## config.mk

```make
export PLATFORM = sky130hd
export DESIGN_NAME = mic_dma_writer
export DESIGN_NICKNAME = d
export VERILOG_FILES = /design/src/rtl/mic_dma_pkg.sv /design/src/rtl/mic_dma_writer.sv
export SDC_FILE = /design/constraint.sdc
export NUM_CORES = 1
export LEC_CHECK = 0
export CAP_MARGIN = 5
export CORE_UTILIZATION = 40
export DETAILED_ROUTE_END_ITERATION = 10
export PLACE_DENSITY_LB_ADDON = 0.2
export SYNTH_ARGS = -nofsm -noshare
export SYNTH_HDL_FRONTEND = slang
export SYNTH_SLANG_ARGS = --single-unit
export TNS_END_PERCENT = 10
```

## constraint.sdc

```tcl
create_clock -name CLK -period 9.5 [get_ports CLK]
set_input_delay 2.85 -clock CLK [delete_from_list [all_inputs] [get_ports CLK]]
set_output_delay 2.85 -clock CLK [all_outputs]
set_load 0.05 [all_outputs]
```

## src/rtl/mic_dma_pkg.sv

```systemverilog
// rtl/mic_dma_pkg.sv - shared state type, constants and address helper for the microphone DMA writer
package mic_dma_pkg;

  typedef enum logic [2:0] {
    IDLE,
    ARM,
    SEL,
    WRITE,
    DONE
  } mic_dma_state_t;

  localparam int         NUM_MICS_DEFAULT = 4;
  localparam int         WORD_BYTES       = 4;
  localparam logic [2:0] BURST_ONE        = 3'd1;
  localparam logic [3:0] BE_ALL           = 4'hF;

  // Byte address of a word slot; wraps modulo 2^32 by construction.
  function automatic logic [31:0] word_addr(input logic [31:0] base,
                                            input logic [31:0] word_idx);
    return base + (word_idx * 32'(WORD_BYTES));
  endfunction

endpackage

```

## src/rtl/mic_dma_writer.sv

```systemverilog
// rtl/mic_dma_writer.sv - frame-synchronous microphone sample writer onto an Avalon-MM master
// Optional OVERRUN flag for early read_ready pulses is built when MIC_DMA_OVERRUN_EN is defined.
module mic_dma_writer
  import mic_dma_pkg::*;
#(
  parameter int NUM_MICS = NUM_MICS_DEFAULT
) (
  input  logic        CLK,
  input  logic        RESET,
  output logic [31:0] AM_ADDR,
  output logic [2:0]  AM_BURSTCOUNT,
  output logic        AM_WRITE,
  output logic [31:0] AM_WRITEDATA,
  output logic [3:0]  AM_BYTEENABLE,
  input  logic        AM_WAITREQUEST,
  input  logic [31:0] mic_data,
  output logic [2:0]  select,
  input  logic        start,
  input  logic        read_ready,
  input  logic [31:0] start_address,
  input  logic [31:0] number_samples,
`ifdef MIC_DMA_OVERRUN_EN
  output logic        OVERRUN,
`endif
  output logic        FINISHED
);

  localparam logic [2:0] LAST_MIC = 3'(NUM_MICS);

  mic_dma_state_t state;
  logic [31:0]    base;
  logic [31:0]    target;
  logic [31:0]    word_cnt;
  logic [31:0]    frame_cnt;
  logic [2:0]     mic_idx;

  assign AM_BURSTCOUNT = BURST_ONE;
  assign AM_BYTEENABLE = BE_ALL;

  always_ff @(posedge CLK) begin
    if (RESET) begin
      state        <= IDLE;
      base         <= '0;
      target       <= '0;
      word_cnt     <= '0;
      frame_cnt    <= '0;
      mic_idx      <= '0;
      AM_ADDR      <= '0;
      AM_WRITE     <= 1'b0;
      AM_WRITEDATA <= '0;
      select       <= '0;
      FINISHED     <= 1'b0;
    end else begin
      case (state)
        IDLE: begin
          AM_WRITE <= 1'b0;
          select   <= '0;
          FINISHED <= 1'b0;
          if (start) begin
            base      <= start_address;
            target    <= number_samples;
            word_cnt  <= '0;
            frame_cnt <= '0;
            if (number_samples == 32'd0) begin
              state    <= DONE;
              FINISHED <= 1'b1;
            end else begin
              state <= ARM;
            end
          end
        end

        ARM: begin
          if (!start) begin
            state <= IDLE;
          end else if (read_ready) begin
            mic_idx <= 3'd1;
            select  <= 3'd1;
            state   <= SEL;
          end
        end

        // The external mux has had one cycle to settle on select; capture it now.
        SEL: begin
          if (!start) begin
            state  <= IDLE;
            select <= '0;
          end else begin
            AM_WRITEDATA <= mic_data;
            AM_ADDR      <= word_addr(base, word_cnt);
            AM_WRITE     <= 1'b1;
            state        <= WRITE;
          end
        end

        WRITE: begin
          if (!AM_WAITREQUEST) begin
            AM_WRITE <= 1'b0;
            word_cnt <= word_cnt + 32'd1;
            if (!start) begin
              state  <= IDLE;
              select <= '0;
            end else if (mic_idx < LAST_MIC) begin
              mic_idx <= mic_idx + 3'd1;
              select  <= mic_idx + 3'd1;
              state   <= SEL;
            end else begin
              frame_cnt <= frame_cnt + 32'd1;
              select    <= '0;
              if (frame_cnt + 32'd1 == target) begin
                state    <= DONE;
                FINISHED <= 1'b1;
              end else begin
                state <= ARM;
              end
            end
          end
        end

        DONE: begin
          AM_WRITE <= 1'b0;
          select   <= '0;
          if (!start) begin
            state    <= IDLE;
            FINISHED <= 1'b0;
          end
        end

        default: state <= IDLE;
      endcase
    end
  end

`ifdef MIC_DMA_OVERRUN_EN
  // A frame pulse arriving while the previous frame is still being written is lost; flag it.
  always_ff @(posedge CLK) begin
    if (RESET || (state == IDLE && start)) begin
      OVERRUN <= 1'b0;
    end else if (read_ready && (state == SEL || state == WRITE)) begin
      OVERRUN <= 1'b1;
    end
  end
`endif

endmodule

```

==> results_tabular.tex, run 1 <==
\begin{tabular}{lr}
\hline
Metric & Value \\
\hline
\multicolumn{2}{l}{\textbf{Timing}} \\
Transition time of the tightest slew-check pin & 1.16 ns \\
Max frequency & 0.180 GHz \\
Remaining max-slew budget at the tightest pin & 22.3\% \\
Final Hold Viols & 0 \\
Minimum clock period after layout & 5.56 ns \\
Worst Skew & 0.0166 ns \\
RSZ-0062 raised after global routing & no \\
Final TNS setup & 0 ns \\
Final Cycle Share & 58.5\% \\
Total setup violations reported at the end of the flow & 0 \\
Number of max-slew violations in the final report & 0 \\
\multicolumn{2}{l}{\textbf{Synthesis}} \\
Area fraction of the dominant cell type after synthesis & 38.0\% \\
Average size of a mapped cell & 7.53 um\^{}2 \\
Main flop type after synthesis & dfxtp\_1 \\
Flip-flop and latch count after synthesis & 201 \\
Most instantiated library cell after synthesis & nand2\_1 \\
Proportion of synthesized chip area in sequential cells & 38.0\% \\
Number of distinct library cell variants in the gate-level netlist after synthesis & 72 \\
Synthesized area & 10600 um\^{}2 \\
Async set or reset register ratio after synthesis & 0\% \\
Top cells by area in the synthesized netlist & dfxtp\_1 (38\%), nand2\_1 (12\%), a21oi\_1 (9.0\%), ha\_1 (3.9\%), xnor2\_1 (3.7\%) \\
Count of yosys warnings during synthesis & 0 \\
Commonest cells in the netlist & nand2\_1 (327), dfxtp\_1 (201), a21oi\_1 (191) \\
Synth area leader & dfxtp\_1 \\
Count of mapped cells out of synthesis & 1407 \\
Post-synth EDFFs & 0 \\
\multicolumn{2}{l}{\textbf{Clocking}} \\
Number of hold buffers added after CTS & 0 \\
Cell at the root of the clock tree & clkbuf\_16 \\
Clock latency at the later pin of the worst-skew pair & 0.52 ns \\
Number of gates given a new drive strength after cts & 0 \\
Deepest level of the CTS H-tree & 1 \\
Clock Path Buffers & 3 \\
Clk sinks & 201 \\
Clock tree from TritonCTS & yes \\
Clock-pin slew on the worst setup and hold paths & 0.06 ns \\
Post-CTS Setup Repair Bufs & 0 \\
Number of buffers created by CTS & 24 \\
\multicolumn{2}{l}{\textbf{Global route}} \\
Total overflow reported by the global router & 0 \\
Number of antenna violations at the first check in global routing & 0 \\
Total GRT Usage & 21.6\% \\
Vias in the first global route & 9488 \\
Wire length of the first global-routing pass & 47600 um \\
Largest net degree at the start of global routing & 98 \\
\multicolumn{2}{l}{\textbf{Pwr}} \\
Pwr Total & 2.07 mW \\
Power density normalized to cell area & 158 nW/um\^{}2 \\
Max VDD drop & 0.125 mV \\
Leakage component of the power & 4.71 nW \\
\multicolumn{2}{l}{\textbf{Critical path}} \\
Setup slack on the worst flop-to-flop path & 5.56 ns \\
CP max FO & 19 \\
Setup crit end kind & flop \\
Endpoint of the lowest-slack register-to-register path & state[2] \\
Critical R2R Launch & frame\_cnt[0] \\
Endpoint arrival time on the critical path & 5.91 ns \\
Kind of critical path & input pin to flop \\
Worst path required time & 9.86 ns \\
Worst R2R Path Depth & 10 \\
Element type at the critical path start & input pin \\
\multicolumn{2}{l}{\textbf{Floorplan}} \\
Full die area & 27200 um\^{}2 \\
Initial standard-cell utilization of the core & 40.7\% \\
Floorplan core area & 26100 um\^{}2 \\
IO Pins & 177 \\
\# rows & 59 \\
Vertical extent of the die & 165 um \\
Die width & 165 um \\
\multicolumn{2}{l}{\textbf{Detailed routing}} \\
First-pass iteration count of the detailed router & 5 \\
Post-DR wirelength/cell & 15.7 um \\
Number of design rule violations left after detail routing & 0 \\
Count of routing violations after the opening detailed-route iteration & 571 \\
Via count & 10000 \\
Total wire length after detailed routing & 29300 um \\
Via-to-Cell Ratio & 5.38 \\
Count of nets left with antenna violations after detail routing & 0 \\
\multicolumn{2}{l}{\textbf{Min path}} \\
Hold/Removal Path Class & flop to flop \\
Hold wc startpoint & AM\_ADDR[25] \\
Worst Hold Endpoint & AM\_ADDR[25] \\
Hold Path Depth & 2 \\
\multicolumn{2}{l}{\textbf{Placement}} \\
Count of input and output buffers & 169 \\
Final weighted congestion of routability-driven global placement & 0.854 \\
Detailed-placement wirelength estimate & 20200 um \\
\multicolumn{2}{l}{\textbf{Cells and area}} \\
Multi-input combinational cell area & 6100 um\^{}2 \\
Fraction of layout instances using a drive strength above 1 & 3.91\% \\
Filler cell count in the final layout & 2588 \\
Post-layout net count & 1653 \\
Diodes inserted & 0 \\
Growth of design area from synthesis to finish & 24.0\% \\
Sequential cell area & 4020 um\^{}2 \\
\multicolumn{2}{l}{\textbf{Run}} \\
Max\_cap viols & 0 \\
\multicolumn{2}{l}{\textbf{Status}} \\
Outcome & finished, final reports clean \\
\hline
\end{tabular}
registers in the layout (all words and copies together), names as in the netlist:
| register | cells |
|---|---|
| AM_ADDR | 32 |
| AM_WRITEDATA | 32 |
| base | 32 |
| frame_cnt | 32 |
| target | 32 |
| word_cnt | 30 |
| mic_idx | 3 |
| select | 3 |
| state | 3 |
| AM_WRITE | 1 |
| FINISHED | 1 |
stage by stage:
step | cell area [um^2] | cells | worst slack (ns) | utilization, % | hold slack, ns
floorplan | 10600 | 1412 | 4.32 | - | 0.432
global route | 13100 | 1868 | 3.69 | 50.4 | 0.473
detailed placement | 12400 | 1827 | 3.45 | 47.6 | 0.446
finish | 13100 | 1868 | 3.94 | 50.4 | 0.450
global placement | 12400 | 1827 | 3.50 | 47.6 | 0.440
CTS | 13100 | 1868 | 3.98 | 50.4 | 0.453
where the power goes:
group | internal, mW | switching [mW]
clock | 0.529 | 0.348
sequential | 0.876 | 0.0280
combinational | 0.115 | 0.177
total | 1.52 | 0.552
placed cells by master (no fill, tap or decap), types with 9 or more instances in the layout:
cell,netlist,routed
and3_1,20,20
buf_4,8,9
nand3b_1,12,12
clkdlybuf4s50_1,0,168
ha_1,33,33
nor3_1,24,24
nor2_1,98,98
nand4_1,24,24
o21ai_0,49,49
a21oi_1,191,191
nor2b_1,9,9
nand3_1,30,30
nand2_1,327,326
inv_1,23,23
a31oi_1,11,11
clkbuf_16,0,25
xnor2_1,45,45
nor4_1,23,23
xor2_1,38,38
a21o_1,11,11
or3_1,13,13
dfxtp_1,201,201
routing by layer:
layer,part of all wire (%),vias to the layer above,GRT usage (%)
met1,48,4671,29.8
met3,6.7,37,5.17
met4,1.8,0,4.46
met5,0,-,0
met2,44,240,34.0
li1,-,5100,-
cell type report:
type	instances	share of cell area, %
multi-input combinational	1089	46.4
inverter	24	0.686
tap	335	3.19
timing repair buffer	178	13.4
clock inverter	5	0.381
clock buffer	36	5.30
sequential	201	30.6
critical path, cell delays in order:
cell             delay, ns
clkdlybuf4s50_1       0.91
nand2_1               0.19
a2111oi_1             0.65
nand3_1               0.37
or2_1                 0.38
nor2_1                0.25
nand3_1               0.12
xor2_1                0.14
nor2_1                0.05
kinds of logic (layout without fill, tap and decap cells):
| family | Yosys count | count (layout) | share of synthesized area, % |
|---|---|---|---|
| fa+ha+maj | 34 | 34 | 4.08 |
| simple gates | 628 | 628 | 27.3 |
| xor+xnor | 83 | 83 | 6.86 |
| flops | 201 | 201 | 38.0 |
| buf+inv | 122 | 243 | 4.75 |
| mux | 6 | 6 | 0.567 |
| other cells | 2 | 7 | 0.0709 |
| compound gates | 331 | 331 | 18.4 |
worst max path at each step:
stage                               from      endpoint  slack [ns]
final                              start  word_cnt[29]        3.94
after global routing               start  word_cnt[27]        3.69
after CTS                          start  word_cnt[29]        3.98
after detailed placement           start  word_cnt[27]        3.45
after global placement             start  word_cnt[29]        3.50
after floorplan           AM_WAITREQUEST  word_cnt[29]        4.32
Power figures use the tool's default switching activity.
==> run 2, diff against run 1 <==
==> constraint.sdc (replaced) <==
create_clock -name CLK -period 4.8 [get_ports CLK]
set_input_delay 1.44 -clock CLK [delete_from_list [all_inputs] [get_ports CLK]]
set_output_delay 1.44 -clock CLK [all_outputs]
set_load 0.05 [all_outputs]
==> results_tabular.tex, run 2 (same netlist as run 1, synthesis figures left out) <==
\begin{tabular}{lr}
\hline
Metric & Value \\
\hline
\multicolumn{2}{l}{\textbf{Clocking}} \\
Number of hold buffers added after CTS & 0 \\
Clk sinks & 201 \\
Post-CTS Setup Repair Bufs & 0 \\
Clock latency at the later pin of the worst-skew pair & 0.52 ns \\
Number of gates given a new drive strength after cts & 0 \\
Deepest level of the CTS H-tree & 1 \\
Cell at the root of the clock tree & clkbuf\_16 \\
Clock-pin slew on the worst setup and hold paths & 0.06 ns \\
Clock Path Buffers & 3 \\
Clock tree from TritonCTS & yes \\
Number of buffers created by CTS & 23 \\
\multicolumn{2}{l}{\textbf{Critical path}} \\
Setup crit end kind & flop \\
Setup slack on the worst flop-to-flop path & 1.15 ns \\
Worst path required time & 5.20 ns \\
Critical path's largest stage delay & 0.70 ns \\
Kind of critical path & input pin to flop \\
Max stage delay cell, worst path & a2111oi\_1 \\
Count of buffering cells on the critical path with inverters included & 1 \\
Element type at the critical path start & input pin \\
Endpoint arrival time on the critical path & 4.19 ns \\
List of cells traversed by the critical path & clkdlybuf4s50\_1 -> or2\_1 -> a2111oi\_1 -> nand3\_1 -> or2\_1 -> nor2\_1 -> nand3\_1 -> xor2\_1 -> nor2\_1 \\
Top Family by Delay on Critical Path & simple AND/OR/NAND/NOR gates \\
CP max FO & 8 \\
\multicolumn{2}{l}{\textbf{Global route}} \\
Largest net degree at the start of global routing & 98 \\
Total GRT Usage & 21.8\% \\
Total overflow reported by the global router & 0 \\
Vias in the first global route & 9436 \\
Number of antenna violations at the first check in global routing & 0 \\
Wire length of the first global-routing pass & 47900 um \\
\multicolumn{2}{l}{\textbf{Timing}} \\
Final hold slack & 0.449 ns \\
Minimum clock period after layout & 3.79 ns \\
Remaining max-slew budget at the tightest pin & 29.5\% \\
Total setup violations reported at the end of the flow & 0 \\
Transition time of the tightest slew-check pin & 1.05 ns \\
Final TNS setup & 0 ns \\
Worst Skew & 0.0217 ns \\
RSZ-0062 raised after global routing & no \\
Final Hold Viols & 0 \\
Number of max-slew violations in the final report & 0 \\
Final Cycle Share & 79.0\% \\
Max frequency & 0.264 GHz \\
\multicolumn{2}{l}{\textbf{Detailed routing}} \\
Post-DR wirelength/cell & 15.7 um \\
Via-to-Cell Ratio & 5.41 \\
Number of design rule violations left after detail routing & 0 \\
Count of routing violations after the opening detailed-route iteration & 680 \\
First-pass iteration count of the detailed router & 5 \\
Via count & 10200 \\
Count of nets left with antenna violations after detail routing & 0 \\
Total wire length after detailed routing & 29500 um \\
\multicolumn{2}{l}{\textbf{Pwr}} \\
Pwr Total & 4.12 mW \\
Relative contribution of the clock network to total power & 42.1\% \\
Combinational Power Share & 14.5\% \\
Sw Share & 26.8\% \\
Max VDD drop & 0.316 mV \\
Leakage component of the power & 4.79 nW \\
P\_int & 3.01 mW \\
Power density normalized to cell area & 310 nW/um\^{}2 \\
Sequential fraction of design power & 43.4\% \\
Net switching power & 1.10 mW \\
\multicolumn{2}{l}{\textbf{Floorplan}} \\
Full die area & 27200 um\^{}2 \\
Die width & 165 um \\
Initial standard-cell utilization of the core & 40.7\% \\
\# rows & 59 \\
Floorplan core area & 26100 um\^{}2 \\
IO Pins & 177 \\
Vertical extent of the die & 165 um \\
\multicolumn{2}{l}{\textbf{Placement}} \\
Detailed-placement wirelength estimate & 21000 um \\
Count of input and output buffers & 169 \\
Post-Place Cell Area & 12500 um\^{}2 \\
Final weighted congestion of routability-driven global placement & 0.862 \\
\multicolumn{2}{l}{\textbf{Run}} \\
Max\_cap viols & 0 \\
\multicolumn{2}{l}{\textbf{Cells and area}} \\
Diodes inserted & 0 \\
Filler cell count in the final layout & 2512 \\
Growth of design area from synthesis to finish & 25.3\% \\
Most frequent standard cell in the layout excluding fill and tap cells & nand2\_1 \\
Post-layout net count & 1666 \\
Area of all placed cells without fillers & 13300 um\^{}2 \\
Fraction of layout instances using a drive strength above 1 & 5.04\% \\
Highest-count cells in the layout ignoring fill and taps & nand2\_1 (326), dfxtp\_1 (201), a21oi\_1 (191) \\
\multicolumn{2}{l}{\textbf{Min path}} \\
Hold/Removal Path Class & flop to flop \\
\multicolumn{2}{l}{\textbf{Status}} \\
Outcome & finished, final reports clean \\
\hline
\end{tabular}
[run 2: changes by cell type in the layout (fill, tap and decap cells not counted), sizes merged]
cell	previous run	this run
clkinvlp	0	1
buf	10	24
clkbuf	36	34
inv	23	24
[run 2: worst paths after layout]
check | startpoint | end | cells after the start
setup / recovery | AM_WAITREQUEST | word_cnt[29] | 9
hold / removal | select[2] | select[2] | 2
setup reg to reg | frame_cnt[0] | state[2] | 11
hold reg to reg | select[2] | select[2] | 2
[run 2: through the flow]
stage,instances,util [%],setup WS (ns)
3_5_place_dp,1841,48.1,0.494
5_1_grt,1882,50.9,0.700
3_3_place_gp,1841,48.1,0.503
6_report,1882,50.9,1.01
2_1_floorplan,1412,-,1.03
4_1_cts,1882,50.9,1.04
[run 2: area by class of cell]
class / count / area [um^2] / area share, %
Tap cell: 335 / 419 / 3.16
Clock inverter: 7 / 66.3 / 0.499
Sequential cell: 201 / 4020 / 30.3
Clock buffer: 34 / 687 / 5.17
Inverter: 24 / 90.1 / 0.679
Timing Repair Buffer: 192 / 1890 / 14.2
Multi-Input combinational cell: 1089 / 6100 / 45.9
[run 2: layer usage]
metal	vias up	GRT usage, %	wire length (um)
met5	-	0	0
met4	0	6.21	731
met3	41	5.15	2120
met2	307	33.2	12500
met1	4715	30.5	14200
li1	5122	-	-
[run 2: power groups by stage]
| stage | Clock [mW] | Sequential, mW | Combinational (mW) |
|---|---|---|---|
| 6_report | 1.73 | 1.79 | 0.596 |
| 5_1_grt | 1.85 | 1.80 | 0.660 |
| 4_1_cts | 1.78 | 1.79 | 0.598 |
| 3_5_place_dp | 0 | 1.82 | 0.596 |
| 3_3_place_gp | 0 | 1.82 | 0.590 |
| 2_1_floorplan | 0 | 1.84 | 0.355 |
[run 2: worst reg2reg max path: cells and delay by family (launching register included)]
| kind | cells | cell delay, ns |
|---|---|---|
| DFF | 1 | 0.45 |
| xor gates and xnor gates | 1 | 0.16 |
| AOI/OAI and AO/OA | 2 | 0.63 |
| adders and majority gates | 1 | 0.27 |
| buffers and inverters | 1 | 0.19 |
| and+or+nand+nor | 6 | 1.84 |
==> edit 1: new RTL, flow settings as in run 2 <==
Re-encode `mic_dma_state_t` (5 states) as one-hot, 5 bits wide.
--- a/src/rtl/mic_dma_pkg.sv
+++ b/src/rtl/mic_dma_pkg.sv
@@ -1,12 +1,12 @@
 // rtl/mic_dma_pkg.sv - shared state type, constants and address helper for the microphone DMA writer
 package mic_dma_pkg;
 
-  typedef enum logic [2:0] {
-    IDLE,
-    ARM,
-    SEL,
-    WRITE,
-    DONE
+  typedef enum logic [4:0] {
+    IDLE  = 5'b00001,
+    ARM   = 5'b00010,
+    SEL   = 5'b00100,
+    WRITE = 5'b01000,
+    DONE  = 5'b10000
   } mic_dma_state_t;
 
   localparam int         NUM_MICS_DEFAULT = 4;
Function: same outputs for any inputs over 4 cycles, from zero or initial values and one cycle with RESET high; so few cycles prove little.
==> edit 1 against run 2 <==
  * Synthesized cell count fell by 1.6%
  * Non-clock buffer count is 9 lower
  * Power shrank 2.6%
  * Sequential cell count is 2 higher
  * Wire length fell by 6.1%
  * Die area shrank 0.99%
  * Worst setup slack improved by 0.16 ns
  * Count of clock-buffer cells in the layout increased by 2
  * Synthesized area decreased by 1.0%
  * Global-route usage down 1.4 points
  * Cell area is 0.82% lower
  * Critical path type unchanged
  * Largest cell class unchanged
==> edit 1: results (changes against run 2) <==
clocking:
  path_clk_slew_ns: 0.06  # about the same
  post_cts_buffers: 0  # unchanged
  cts_max_path_buffers: 3  # unchanged
  insertion_delay_ns: 0.51
  cts_buffers: 24  # +4.3%
  clock-root-buffer: "clkbuf_16"
  ctsResizeCount: 0  # unchanged
  htree_levels: 1  # unchanged
place:
  gp_congestion: 0.8241  # -4.3%
  dp_hpwl_um: 19570  # -7.0%
  io_buffers: 169  # unchanged
  dp_slack_ns: 0.6259  # +0.1317 ns
logic_synthesis:
  synth_top_area_share_pct: 38.73  # +0.77 points
  yosys-top-cells-count: "nand2_1 (313), a21oi_1 (207), dfxtp_1 (203)"
  synth_area_leaders: "dfxtp_1 (39%), nand2_1 (11%), a21oi_1 (9.9%)"
  yosysWarningCount: 0  # unchanged
  yosysUniqueCellTypes: 66  # -8.3%
  ys.flop_type: "dfxtp_1"
  netlist_instances: 1385  # -1.6%
  ys_seq_area_share_pct: 38.73  # +0.77 points
  synthArstFlopShare_pct: 0  # unchanged
worst_setup_path:
  cp.arrival_ns: 4.00  # -0.19 ns
  slowest_delay_ns: 0.54  # -0.16 ns
  r2r_start: "frame_cnt[0]$_SDFFE_PP0P_"
  critical_path.top_delay_family: "simple AND/OR/NAND/NOR gates"
  cpMaxStageDelayCell: "clkdlybuf4s50_1"
  startpoint: "AM_WAITREQUEST"
  worst-path-max-fanout: 7  # -1
run_status:
  status: "completed"
detailed_routing:
  first_pass_iters: 4  # -1
  dr_total_vias: 9859  # -3.2%
  wl_um: 27700  # -6.1%
  drtIter0Drc: 575  # -15%
grt:
  first_global_vias: 9142  # -3.1%
  grt_pass1_wl_um: 45270  # -5.4%
  grt_start_max_net_pins: 75  # -23%
  grt_usage_pct: 20.44  # -1.4 points
  antenna_found_initial: 1  # +1
power:
  max-vdd-ir-drop_uv: 213.6  # -32%
  p_leak_uw: 0.004766  # -0.54%
sta:
  worst_slew_pin_slew_ns: 1.014  # -0.03966 ns
  clock_skew_ns: 0.01243  # -0.009283 ns
  slew_viol_final: 0  # unchanged
cells_and_area:
  n_fill_cell: 2503  # -0.36%
  n_antenna_cell: 0  # unchanged
  fin_nets: 1647  # -1.1%
  final_layout_size_suffix_gt1_share_pct: 4.575  # -0.47 points
min_path:
  hold_path_class: "reg2reg"
  min_from: "AM_ADDR[14]$_SDFFE_PP0P_"
[edit 1: cell types whose count changed after synthesis, moves of 7 or more]
cell,delta
a21oi_1,+16
nand2_1,-14
clkbuf_1,-9
inv_1,-7
nand3_1,+7
[edit 1: final timing paths]
path / end / slack [ns] / depth (start not counted)
min: AM_ADDR[14]$_SDFFE_PP0P_ / 0.45 / 2
min reg2reg: AM_ADDR[14]$_SDFFE_PP0P_ / 0.45 / 2
max reg2reg: state[4]$_SDFFE_PP0P_ / 1.23 / 10
max: word_cnt[29]$_SDFFE_PP0P_ / 1.17 / 10
[edit 1: routing by layer]
layer | wire (um) | part of all wire [%] | vias up | track usage [%]
met3 | 1456 | 5.3 | 41 | 2.879
met1 | 13810 | 50 | 4521 | 28.89
met2 | 11950 | 43 | 228 | 32.61
met4 | 478 | 1.7 | 2 | 4.966
li1 | - | - | 5067 | -
met5 | 11 | 0.040 | - | 0
[edit 1: cell type report]
cell class	count	share of cell area (%)
tap	330	3.136
timing repair buffer	183	13.75
clock inverter	8	0.5606
sequential	203	30.86
clock buffer	36	5.521
inverter	16	0.4561
multi-input combinational	1084	45.71
[edit 1: tightest hold or removal path, cell delays in order, from the launching register on]
cell and delay, ns:
dfxtp_1 0.30, nand2_1 0.05, a21oi_1 0.05
[edit 1: logic make-up (layout without fill, tap and decap cells)]
group	after synthesis	in the layout	share of synthesized area, %
buffers and inverters	103	243	4.185
flip-flops	203	203	38.73
other	2	7	0.07157
XOR/XNOR	86	86	7.179
multiplexers	1	1	0.1073
AO/OA/AOI/OAI	342	342	18.65
AND/OR/NAND/NOR	614	614	26.95
adder cells (fa/ha/maj)	34	34	4.126
[edit 1: where the power goes]
group          internal [uW]  switching, uW
registers               1730           40.5
clock network           1100            702
logic                    187            247
[edit 1: stage by stage]
stage | area [um2] | power (uW) | utilization [%] | std cells
after floorplan | 10510 | 2072 | - | 1390
after global placement | 12370 | 2241 | 48.55 | 1816
after detailed placement | 12370 | 2246 | 48.55 | 1816
after CTS | 13170 | 4060 | 51.69 | 1860
after global routing | 13170 | 4172 | 51.69 | 1860
final | 13170 | 4008 | 51.69 | 1860
==> edit 2: new RTL, config.mk and constraints of run 2 <==
Without the edit above. Build with the macro `MIC_DMA_OVERRUN_EN` defined.
--- a/src/rtl/mic_dma_writer.sv
+++ b/src/rtl/mic_dma_writer.sv
@@ -1,5 +1,7 @@
 // rtl/mic_dma_writer.sv - frame-synchronous microphone sample writer onto an Avalon-MM master
 // Optional OVERRUN flag for early read_ready pulses is built when MIC_DMA_OVERRUN_EN is defined.
+`define MIC_DMA_OVERRUN_EN
+
 module mic_dma_writer
   import mic_dma_pkg::*;
 #(
Formal check against the unedited RTL (old outputs only; new: OVERRUN): equivalent (equiv_simple and equiv_induct, registers matched by name and starting in step).
==> edit 2 against run 2 <==
  * Worst setup slack better by 0.16 ns
  * Synthesized area is 0.91% lower
  * Largest cell class unchanged
  * Largest power group is now the clock network
  * Power is 2.6% higher
  * Cell area is 0.61% lower
  * Critical path type unchanged
  * Sequential cell count is 1 higher
  * Wire length is 0.62% lower
  * Fmax is 4.5% higher
==> edit 2: results (changes against run 2) <==
run_status:
  status: "completed"
grt:
  grt_usage_pct: 21.71  # -0.11 points
  first_global_vias: 9401  # -0.37%
  grt_pass1_wl_um: 47460  # -0.85%
  grt_start_max_net_pins: 170  # +73%
detailed_routing:
  wl_um: 29320  # -0.62%
  routed_via_density: 5.281  # -2.4%
  drtIter0Drc: 581  # -15%
  dr_total_vias: 9780  # -4.0%
power:
  sw_frac_of_total_pct: 25.57  # -1.2 points
  max-vdd-ir-drop_uv: 195.4  # -38%
  p_leak_uw: 0.004795  # about the same
place:
  io_buffers: 170  # +0.59%
  dp_hpwl_um: 20530  # -2.4%
  place_inst: 1810  # -1.7%
  gp_congestion: 0.9122  # +5.9%
cells_and_area:
  fin_nets: 1641  # -1.5%
  final_layout_size_suffix_gt1_share_pct: 4.993  # -0.049 points
  n_fill_cell: 2441  # -2.8%
logic_synthesis:
  yosys-top-cells-count: "nand2_1 (333), dfxtp_1 (202), a21oi_1 (192)"
  synth_area_leaders: "dfxtp_1 (39%), nand2_1 (12%), a21oi_1 (9.1%)"
  syn_avg_cell_area_um2: 7.572  # +0.52%
  ys_seq_area_share_pct: 38.50  # +0.54 points
clocking:
  cts_buffers: 24  # +4.3%
  clock-root-buffer: "clkbuf_16"
worst_setup_path:
  cp.arrival_ns: 3.99  # -0.20 ns
  worst-path-max-fanout: 12  # +4
sta:
  slew_headroom_pct: 34.97  # +5.5 points
  clock_skew_ns: 0.01033  # -0.01138 ns
[edit 2: changes by cell type in the layout (fill, tap and decap cells not counted), moves of 7 or more]
cell | before | now
and3_1 | 20 | 12
nor4_1 | 23 | 15
buf_4 | 21 | 14
xnor2_1 | 45 | 57
[edit 2: worst paths after layout]
path	slack, ns	endpoint	from	cells after the start
hold reg to reg	0.45	AM_ADDR[25]$_SDFFE_PP0P_	AM_ADDR[25]$_SDFFE_PP0P_	2
setup reg to reg	1.23	state[0]$_SDFFE_PP0P_	frame_cnt[3]$_SDFFE_PP0P_	9
hold / removal	0.45	AM_ADDR[25]$_SDFFE_PP0P_	AM_ADDR[25]$_SDFFE_PP0P_	2
setup / recovery	1.17	word_cnt[27]$_SDFFE_PP0P_	start	11
[edit 2: per-stage QoR]
step	area, um2	setup WS (ns)	utilization (%)
global route	13200	0.9283	51.80
CTS	13200	1.204	51.80
global placement	12350	0.7691	48.50
floorplan	10520	1.469	-
finish	13200	1.171	51.80
detailed placement	12350	0.7245	48.50
[edit 2: cell type report]
cell class	instances	area, um2	area share [%]
Clock buffer	32	711.9	5.395
Clock inverter	10	130.1	0.9862
Timing Repair Buffer	184	1817	13.77
Inverter	22	82.58	0.6258
Tap cell	330	412.9	3.129
Multi-Input combinational cell	1072	5997	45.45
Sequential cell	202	4044	30.65
[edit 2: logic make-up after synthesis]
logic type                 share of synthesized area [%]
adders and majority gates                          4.122
xor gates and xnor gates                           8.172
buffers and inverters                              4.718
muxes                                             0.9054
other                                            0.07151
AOI/OAI and AO/OA                                  17.16
DFF                                                38.50
and+or+nand+nor                                    26.35
[edit 2: worst max-delay path, stage by stage]
cell	delay, ns
clkdlybuf4s50_1	0.51
buf_4	0.19
nand2_1	0.08
a21oi_1	0.15
buf_4	0.17
nand4_1	0.24
or3_1	0.47
nor3_1	0.37
nand4_1	0.16
xor2_1	0.16
nor2_1	0.06
[edit 2: layer usage]
| layer | track usage (%) | up-vias | routed length (um) |
|---|---|---|---|
| met2 | 38.85 | 180 | 14740 |
| met5 | 0 | - | 0 |
| met3 | 2.727 | 49 | 1071 |
| met1 | 26.99 | 4567 | 12840 |
| li1 | - | 4984 | - |
| met4 | 6.524 | 0 | 667 |
[edit 2: power by group through the flow]
stage | Sequential (uW) | Clock, uW | Combinational [uW]
3_5_place_dp | 1820 | 0 | 527
4_1_cts | 1780 | 1960 | 532
2_1_floorplan | 1830 | 0 | 307
6_report | 1780 | 1920 | 527
3_3_place_gp | 1820 | 0 | 523
5_1_grt | 1790 | 2030 | 582
